<file path="config.mk">
export PLATFORM = sky130hd
export DESIGN_NAME = div_ctrl_flat
export DESIGN_NICKNAME = d
export VERILOG_FILES = /design/src/rtl/div_ctrl_if.sv /design/src/rtl/div_ctrl.sv /design/src/flat_wrapper.sv
export SDC_FILE = /design/constraint.sdc
export NUM_CORES = 1
export LEC_CHECK = 0
export CAP_MARGIN = 20
export CORE_AREA = 2 2 104 106
export CTS_CLUSTER_SIZE = 25
export DETAILED_ROUTE_END_ITERATION = 8
export DIE_AREA = 0 0 106 108
export PLACE_DENSITY_LB_ADDON = 0.08
export SYNTH_ARGS = -nofsm -noshare
export SYNTH_HDL_FRONTEND = slang
export SYNTH_SLANG_ARGS = --single-unit
</file>
<file path="constraint.sdc">
create_clock -name clk -period 3 [get_ports clk]
set_clock_uncertainty 0.1 [all_clocks]
set_input_delay 0.3 -clock clk [delete_from_list [all_inputs] [get_ports clk]]
set_output_delay 0.3 -clock clk [all_outputs]
set_load 0.03 [all_outputs]
</file>
<file path="src/rtl/div_ctrl_if.sv">
// EX-stage side of the divide sequencer: request, flush, stall/interlock and HI/LO writeback.
interface div_ctrl_if;
  logic        req_valid;
  logic        req_sign;
  logic [31:0] req_dividend;
  logic [31:0] req_divisor;
  logic        flush;
  logic        stall;
  logic        busy;
  logic        hi_wen;
  logic        lo_wen;
  logic [31:0] hi_wdata;
  logic [31:0] lo_wdata;

  modport master (
    output req_valid, req_sign, req_dividend, req_divisor, flush,
    input  stall, busy, hi_wen, lo_wen, hi_wdata, lo_wdata
  );

  modport slave (
    input  req_valid, req_sign, req_dividend, req_divisor, flush,
    output stall, busy, hi_wen, lo_wen, hi_wdata, lo_wdata
  );
endinterface

</file>
<file path="src/rtl/div_ctrl.sv">
// Sequencer owning the radix-2 divider for DIV/DIVU; stalls EX and writes LO/HI.
// Optional DIV_ZERO_FAST_EN: a zero divisor skips the divider and writes in one cycle.
module div_ctrl (
  input  logic        clk,
  input  logic        rst_n,
  div_ctrl_if.slave   ex,
  output logic        div_start,
  output logic        div_sign,
  output logic [31:0] div_dividend,
  output logic [31:0] div_divider,
  input  logic        div_ready,
  input  logic [31:0] div_quotient,
  input  logic [31:0] div_remainder
);

  typedef enum logic [1:0] {IDLE, START, WAIT} state_t;

  state_t      state;
  state_t      state_nx;
  logic        accept;
  logic        write;
  logic        stall;
  logic        result_ready;
  logic [31:0] res_hi;
  logic [31:0] res_lo;

  always_ff @(posedge clk or negedge rst_n) begin
    if (!rst_n) begin
      state <= IDLE;
    end else begin
      state <= state_nx;
    end
  end

  // Operands must stay put through the write cycle: the divider's sign fix-up reads them.
  always_ff @(posedge clk or negedge rst_n) begin
    if (!rst_n) begin
      div_sign     <= 1'b0;
      div_dividend <= '0;
      div_divider  <= '0;
    end else if (accept) begin
      div_sign     <= ex.req_sign;
      div_dividend <= ex.req_dividend;
      div_divider  <= ex.req_divisor;
    end
  end

`ifdef DIV_ZERO_FAST_EN
  logic bypass;

  always_ff @(posedge clk or negedge rst_n) begin
    if (!rst_n) begin
      bypass <= 1'b0;
    end else if (accept) begin
      bypass <= (ex.req_divisor == 32'd0);
    end
  end

  assign result_ready = bypass | div_ready;
  assign res_hi       = bypass ? div_dividend : div_remainder;
  assign res_lo       = bypass ? 32'hFFFF_FFFF : div_quotient;
`else
  assign result_ready = div_ready;
  assign res_hi       = div_remainder;
  assign res_lo       = div_quotient;
`endif

  // START re-issues div_start until the divider reports idle, covering a unit left running.
  always_comb begin
    state_nx  = state;
    accept    = 1'b0;
    write     = 1'b0;
    stall     = 1'b0;
    div_start = 1'b0;
    case (state)
      IDLE: begin
        if (ex.req_valid && !ex.flush) begin
          accept   = 1'b1;
          stall    = 1'b1;
          state_nx = START;
`ifdef DIV_ZERO_FAST_EN
          if (ex.req_divisor == 32'd0) begin
            state_nx = WAIT;
          end
`endif
        end
      end
      START: begin
        stall     = 1'b1;
        div_start = !ex.flush;
        if (ex.flush) begin
          state_nx = IDLE;
        end else if (div_ready) begin
          state_nx = WAIT;
        end
      end
      WAIT: begin
        if (ex.flush) begin
          state_nx = IDLE;
        end else if (result_ready) begin
          write    = 1'b1;
          state_nx = IDLE;
        end else begin
          stall = 1'b1;
        end
      end
      default: begin
        state_nx = IDLE;
      end
    endcase
  end

  assign ex.stall    = stall;
  assign ex.busy     = (state != IDLE) || accept;
  assign ex.hi_wen   = write;
  assign ex.lo_wen   = write;
  assign ex.hi_wdata = write ? res_hi : 32'd0;
  assign ex.lo_wdata = write ? res_lo : 32'd0;

endmodule

</file>
<file path="src/flat_wrapper.sv">
// flat-port wrapper written by rule: the top's interface ports become plain ports
module div_ctrl_flat 
  (clk, rst_n, div_start, div_sign, div_dividend, div_divider, div_ready, div_quotient, div_remainder, ex_req_valid, ex_req_sign, ex_req_dividend, ex_req_divisor, ex_flush, ex_stall, ex_busy, ex_hi_wen, ex_lo_wen, ex_hi_wdata, ex_lo_wdata);
  div_ctrl_if ex_i ();
  input  logic clk;
  input  logic rst_n;
  output logic div_start;
  output logic div_sign;
  output logic [31:0] div_dividend;
  output logic [31:0] div_divider;
  input  logic div_ready;
  input  logic [31:0] div_quotient;
  input  logic [31:0] div_remainder;
  input wire logic [$bits(ex_i.req_valid)-1:0] ex_req_valid;
  input wire logic [$bits(ex_i.req_sign)-1:0] ex_req_sign;
  input wire logic [$bits(ex_i.req_dividend)-1:0] ex_req_dividend;
  input wire logic [$bits(ex_i.req_divisor)-1:0] ex_req_divisor;
  input wire logic [$bits(ex_i.flush)-1:0] ex_flush;
  output wire logic [$bits(ex_i.stall)-1:0] ex_stall;
  output wire logic [$bits(ex_i.busy)-1:0] ex_busy;
  output wire logic [$bits(ex_i.hi_wen)-1:0] ex_hi_wen;
  output wire logic [$bits(ex_i.lo_wen)-1:0] ex_lo_wen;
  output wire logic [$bits(ex_i.hi_wdata)-1:0] ex_hi_wdata;
  output wire logic [$bits(ex_i.lo_wdata)-1:0] ex_lo_wdata;
  assign ex_i.req_valid = ex_req_valid;
  assign ex_i.req_sign = ex_req_sign;
  assign ex_i.req_dividend = ex_req_dividend;
  assign ex_i.req_divisor = ex_req_divisor;
  assign ex_i.flush = ex_flush;
  assign ex_stall = ex_i.stall;
  assign ex_busy = ex_i.busy;
  assign ex_hi_wen = ex_i.hi_wen;
  assign ex_lo_wen = ex_i.lo_wen;
  assign ex_hi_wdata = ex_i.hi_wdata;
  assign ex_lo_wdata = ex_i.lo_wdata;
  div_ctrl u_core (.clk(clk), .rst_n(rst_n), .ex(ex_i), .div_start(div_start), .div_sign(div_sign), .div_dividend(div_dividend), .div_divider(div_divider), .div_ready(div_ready), .div_quotient(div_quotient), .div_remainder(div_remainder));
endmodule
</file>
# Word-level counts from Yosys, hierarchy flattened
# Index checks and enable logic that the tools add are counted.
op_classes:
  eq_ne: 5
  muxes: 17
  reduce_logical: 6
op_table:
  columns: ["operator", "count"]
  rows:
  - ["2-to-1 mux 32 bit", 2]
  - ["2-to-1 mux 2 bit", 5]
  - ["2-to-1 mux 1 bit", 8]
  - ["!= test 3 bit, second input constant", 2]
  - ["case mux 2 bit (3 select lines)", 1]
  - ["case mux 1 bit (3 select lines)", 1]
  - ["AND reduction 3 bit", 1]
  - ["equality test 2 x 1 -> 1 bit, second input constant", 1]
  - ["equality test 2 bit, second input constant", 1]
  - ["zero test 2 bit", 1]
  - ["!= test 2 x 1 -> 1 bit, second input constant", 1]
  - ["nonzero test 2 bit", 1]
  - ["logical AND 1 bit", 1]
  - ["zero test 1 bit", 1]
  - ["logical OR 1 bit", 1]
totals:
  regBits: 67
  input_bits: 134
  output_inout_bits: 134

# Depth between registers and ports, before layout
depth:
  word_depth: 5
  depth_mapped: 5
  ltp_nobuf: 2

# Worst setup path before layout
# No wires, ideal clock.
synth_path:
  path_kind: "flip-flop to output port"
  from: "reg u_core.state[0]"
  to: "out ex_hi_wdata[10]"
  arrival_time_ns: 1.604
  required_time_ns: 2.600
  setup_slack_ns: 0.996
  stages_incl_launch_ff: 5
  n_path_buf: 2
  path_cell_list: "dfrtp_1 -> buf_2 -> and4bb_2 -> clkbuf_1 -> and2_1"
synth_via:
  elab_chain_cells: 3
synth_lines:
  columns: ["item", "line", "text"]
  rows:
  - ["from (decl)", "div_ctrl.sv:18", "state_t state;"]
  - ["from (signal assigned)", "div_ctrl.sv:31", "state <= state_nx;"]
  - ["equality test 2 bit", "div_ctrl.sv:75", "case (state)"]
  - ["2-to-1 mux 1 bit", "div_ctrl.sv:75", null]
  - ["net ex_hi_wen", "flat_wrapper.sv:21", "output wire logic [$bits(ex_i.hi_wen)-1:0] ex_hi_wen;"]
  - ["2-to-1 mux 32 bit", "div_ctrl.sv:117", "assign ex.hi_wdata = write ? res_hi : 32'd0;"]
  - ["to (decl)", "flat_wrapper.sv:23", "output wire logic [$bits(ex_i.hi_wdata)-1:0] ex_hi_wdata;"]
# The timed path passes the listed nets, and every way through them passes these cells.

# Worst setup path in the final report
layout_path:
  from: "reg u_core.state[0]"
  to: "out ex_hi_wdata[4]"
layout_via:
  elab_chain_cells: 3
layout_lines:
  columns: ["item", "line"]
  rows:
  - ["equality test 2 bit", "div_ctrl.sv:75"]
  - ["2-to-1 mux 1 bit", "div_ctrl.sv:75"]
  - ["2-to-1 mux 32 bit", "div_ctrl.sv:117"]
# No other way between the ends.

==> impl_metrics.toml <==
[synth]
number_of_enable_flip_flop_cells_after_synthesis = 0
synth.cell_area_sq_um = 3047
synth_area_leader_cell = "sky130_fd_sc_hd__dfrtp_1"
post_synth_inst_count = 228
netlist_top_cells_area = "sky130_fd_sc_hd__dfrtp_1, sky130_fd_sc_hd__mux2_1, sky130_fd_sc_hd__and2_1"
area_share_of_the_largest_cell_type_after_synthesis = 0.5503
yosys.cell_count.top_type = "sky130_fd_sc_hd__dfrtp_1"
yosys_warnings = 0
postSynthNetCount = 362
synth_top_cells_by_count = "sky130_fd_sc_hd__dfrtp_1, sky130_fd_sc_hd__and2_1, sky130_fd_sc_hd__mux2_1, sky130_fd_sc_hd__mux2_2, sky130_fd_sc_hd__clkbuf_2"
asyncSetResetFlopFracSynth = 1.000
synth-main-ff-cell = "sky130_fd_sc_hd__dfrtp_1"
postSynthAreaPerCell_sq_um = 13.36
synthDistinctLibCells = 21
yosys_register_bits = 67
seq_area_frac_synth = 0.5503

[worst_hold_path]
hp-start = "u_core.div_dividend[16]"
hold_critical_path_depth = 1
hp-class = "reg -> reg"
hold_path_end = "u_core.div_dividend[16]"

[clocking]
cts_tree = "done"
cts-htree-levels = 3
clkSlewWorstSetupHoldPaths_ns = 0.07
clock_tree.buffer_depth = 2
cts_inserted_buffers = 9
cts-resized-gates = 0
root_buffer = "sky130_fd_sc_hd__clkbuf_8"
worst_skew_pair.late_latency_ns = 0.33
numClockSinks = 67

[timing]
fin_tns_setup_ns = 0
achievable-frequency_mhz = 370.5
grt_setup_unrepaired = "false"
fin_crit_sh = 0.8997
final_count_of_pins_violating_max_slew = 0
final-hold-violation-count = 0
setup_violations = 0
tightest_slew_ns = 0.8301
finalCriticalPeriod_ns = 2.699
timing.max_slew.rel_slack = 0.4466

[worst_setup_path]
timing.critical_path.to_type = "output port"
worst_ep_required_time_ns = 2.60
critical_path.max_fanout = 36
r2r_end = "u_core.div_divider[30]"
critical_path.startpoint = "u_core.state[0]"
worst_r2r_path_depth = 3
criticalPathCategory = "reg -> out"
worst_endpoint_data_arrival_time_ns = 2.30
r2r_start = "u_core.state[1]"
setup.worst_path.start_class = "register"
setup.reg_to_reg.worst_slack_ns = 1.12

[power_and_ir_drop]
largest_vdd_supply_drop_mv = 0.2338
power.density_nw_per_um2 = 516.8
power.combinational.fraction = 0.390
total_leakage_power_nw = 2.456
power.switching_mw = 1.036
power.clock.fraction = 0.232
internal_power_mw = 2.075
power_switching_share = 0.3331
seqPwrFrac = 0.379
report.power.total_mw = 3.111

[die]
die-area_sq_um = 11450
die_h_microns = 108
num_rows = 37
core_area_sq_um = 10230
top_level_ports = 268
start_util = 0.2978
die_w_microns = 106

[grt]
track_usage = 0.1688
grt_overflow = 0
grt_pass1_wl_microns = 14770
grt_max_degree = 42
grt_antenna_before_repair = 0
grt_pass1_vias = 2894

[layout]
post_route_cells_drive_above_1_share = 0.1036
finish.net_count = 632
antennaDiodeCount = 0
syn_to_final_growth_pct = 97.58
final.fill_count = 852

[detailed_routing]
ant_nets = 0
drt_iter0_markers = 93
detailedRoute.firstPassIterationCount = 6
via_per_inst = 4.183
routed_wl_per_cell_microns = 15.35
drt_wl_total_microns = 9791
detailroute.via_count = 2669
drc = 0

[placement]
place.port_buffers = 267
detailed_place_hpwl_microns = 7923
finalWeightedCongestion = 0.7538

[run]
max-cap-violations = 0

[outcome]
status = "finished clean"
-- registers in the layout, summed over array words and instances (netlist names) --
name                 count
u_core.div_dividend     32
u_core.div_divider      32
u_core.state             2
u_core.div_sign          1
-- cell families after synthesis --
group	Yosys count	synth area share
AOI/OAI and AO/OA	4	0.009033
buffers and inverters	18	0.04024
DFF	67	0.5503
muxes	65	0.2402
and+or+nand+nor	74	0.1602
-- cells in the final DEF (no fill, tap or decap) --
| cell | count |
|---|---|
| sky130_fd_sc_hd__nor4b_4 | 1 |
| sky130_fd_sc_hd__o21ai_0 | 1 |
| sky130_fd_sc_hd__clkinv_4 | 2 |
| sky130_fd_sc_hd__inv_1 | 2 |
| sky130_fd_sc_hd__nand3b_1 | 1 |
| sky130_fd_sc_hd__mux2_1 | 50 |
| sky130_fd_sc_hd__a21boi_0 | 1 |
| sky130_fd_sc_hd__buf_2 | 1 |
| sky130_fd_sc_hd__clkbuf_8 | 9 |
| sky130_fd_sc_hd__dlygate4sd3_1 | 1 |
| sky130_fd_sc_hd__clkdlybuf4s50_1 | 255 |
| sky130_fd_sc_hd__a21oi_1 | 1 |
| sky130_fd_sc_hd__dfrtp_1 | 67 |
| sky130_fd_sc_hd__and4bb_2 | 1 |
| sky130_fd_sc_hd__buf_12 | 2 |
| sky130_fd_sc_hd__inv_6 | 1 |
| sky130_fd_sc_hd__nand2b_1 | 2 |
| sky130_fd_sc_hd__nor4b_1 | 1 |
| sky130_fd_sc_hd__and2_1 | 65 |
| sky130_fd_sc_hd__buf_4 | 16 |
| sky130_fd_sc_hd__nor2_1 | 2 |
| sky130_fd_sc_hd__mux2_2 | 15 |
| sky130_fd_sc_hd__clkinv_2 | 2 |
| sky130_fd_sc_hd__bufinv_16 | 1 |
| sky130_fd_sc_hd__or3b_2 | 1 |
| sky130_fd_sc_hd__a221o_1 | 1 |
-- metal layers --
metal / track usage / vias up / wire length, microns
li1: - / 1299 / -
met1: 0.1728 / 1219 / 3446
met2: 0.3055 / 140 / 5172
met3: 0.07535 / 11 / 1022
met4: 0.06109 / 0 / 150
met5: 0 / - / 0
-- critical path: stages, from the launching register on --
cell and delay (ns):
sky130_fd_sc_hd__dfrtp_1 0.49, sky130_fd_sc_hd__and4bb_2 0.35, sky130_fd_sc_hd__buf_4 0.26, sky130_fd_sc_hd__and2_1 0.17
sky130_fd_sc_hd__clkdlybuf4s50_1 0.69
-- what timing repair did --
action / CTS / global route
endpoints found under the hold margin: 35 / 0
setup buffers: 0 / 0
hold buffers: 1 / 0
endpoints found under the setup margin: 0 / 0
-- stage by stage --
stage / hold WS, ns / util / setup slack (ns) / area, sq um / std cells
after floorplan: -0.09559 / - / 0.9964 / 3047 / 228
final: 0.3853 / 0.5884 / 0.3009 / 6020 / 638
after CTS: 0.3896 / 0.5884 / 0.2574 / 6020 / 638
after detailed placement: 0.3504 / 0.5688 / 0.3508 / 5819 / 622
after global placement: 0.3508 / 0.5688 / 0.4099 / 5819 / 622
after global routing: 0.4029 / 0.5884 / 0.1419 / 6020 / 638
-- worst max path at each step --
stage	to	slack, ns
after detailed placement	ex_hi_wdata[4]	0.35
after global placement	ex_hi_wdata[4]	0.41
after CTS	ex_hi_wdata[4]	0.26
after floorplan	ex_hi_wdata[10]	1.0
after global routing	ex_hi_wdata[4]	0.14
final	ex_hi_wdata[4]	0.30
-- layout make-up --
cell class / instances / area, sq um / share of cell area
repair buffers: 275 / 2728 / 0.4531
flip-flops and latches: 67 / 1677 / 0.2785
multi-input cells: 143 / 1247 / 0.2072
well taps: 136 / 170.2 / 0.02827
clock buffers: 9 / 123.9 / 0.02058
clock inverters: 6 / 66.31 / 0.01102
inverters: 2 / 7.507 / 0.001247
-- power by group through the flow --
stage / logic, mW / registers [mW] / clock network, mW
floorplan: 0.208 / 1.57 / 0
global placement: 1.22 / 1.19 / 0
detailed placement: 1.23 / 1.20 / 0
CTS: 1.23 / 1.18 / 0.750
global route: 1.27 / 1.21 / 0.794
finish: 1.21 / 1.18 / 0.720
No activity file was read; power rests on OpenSTA's default activity.
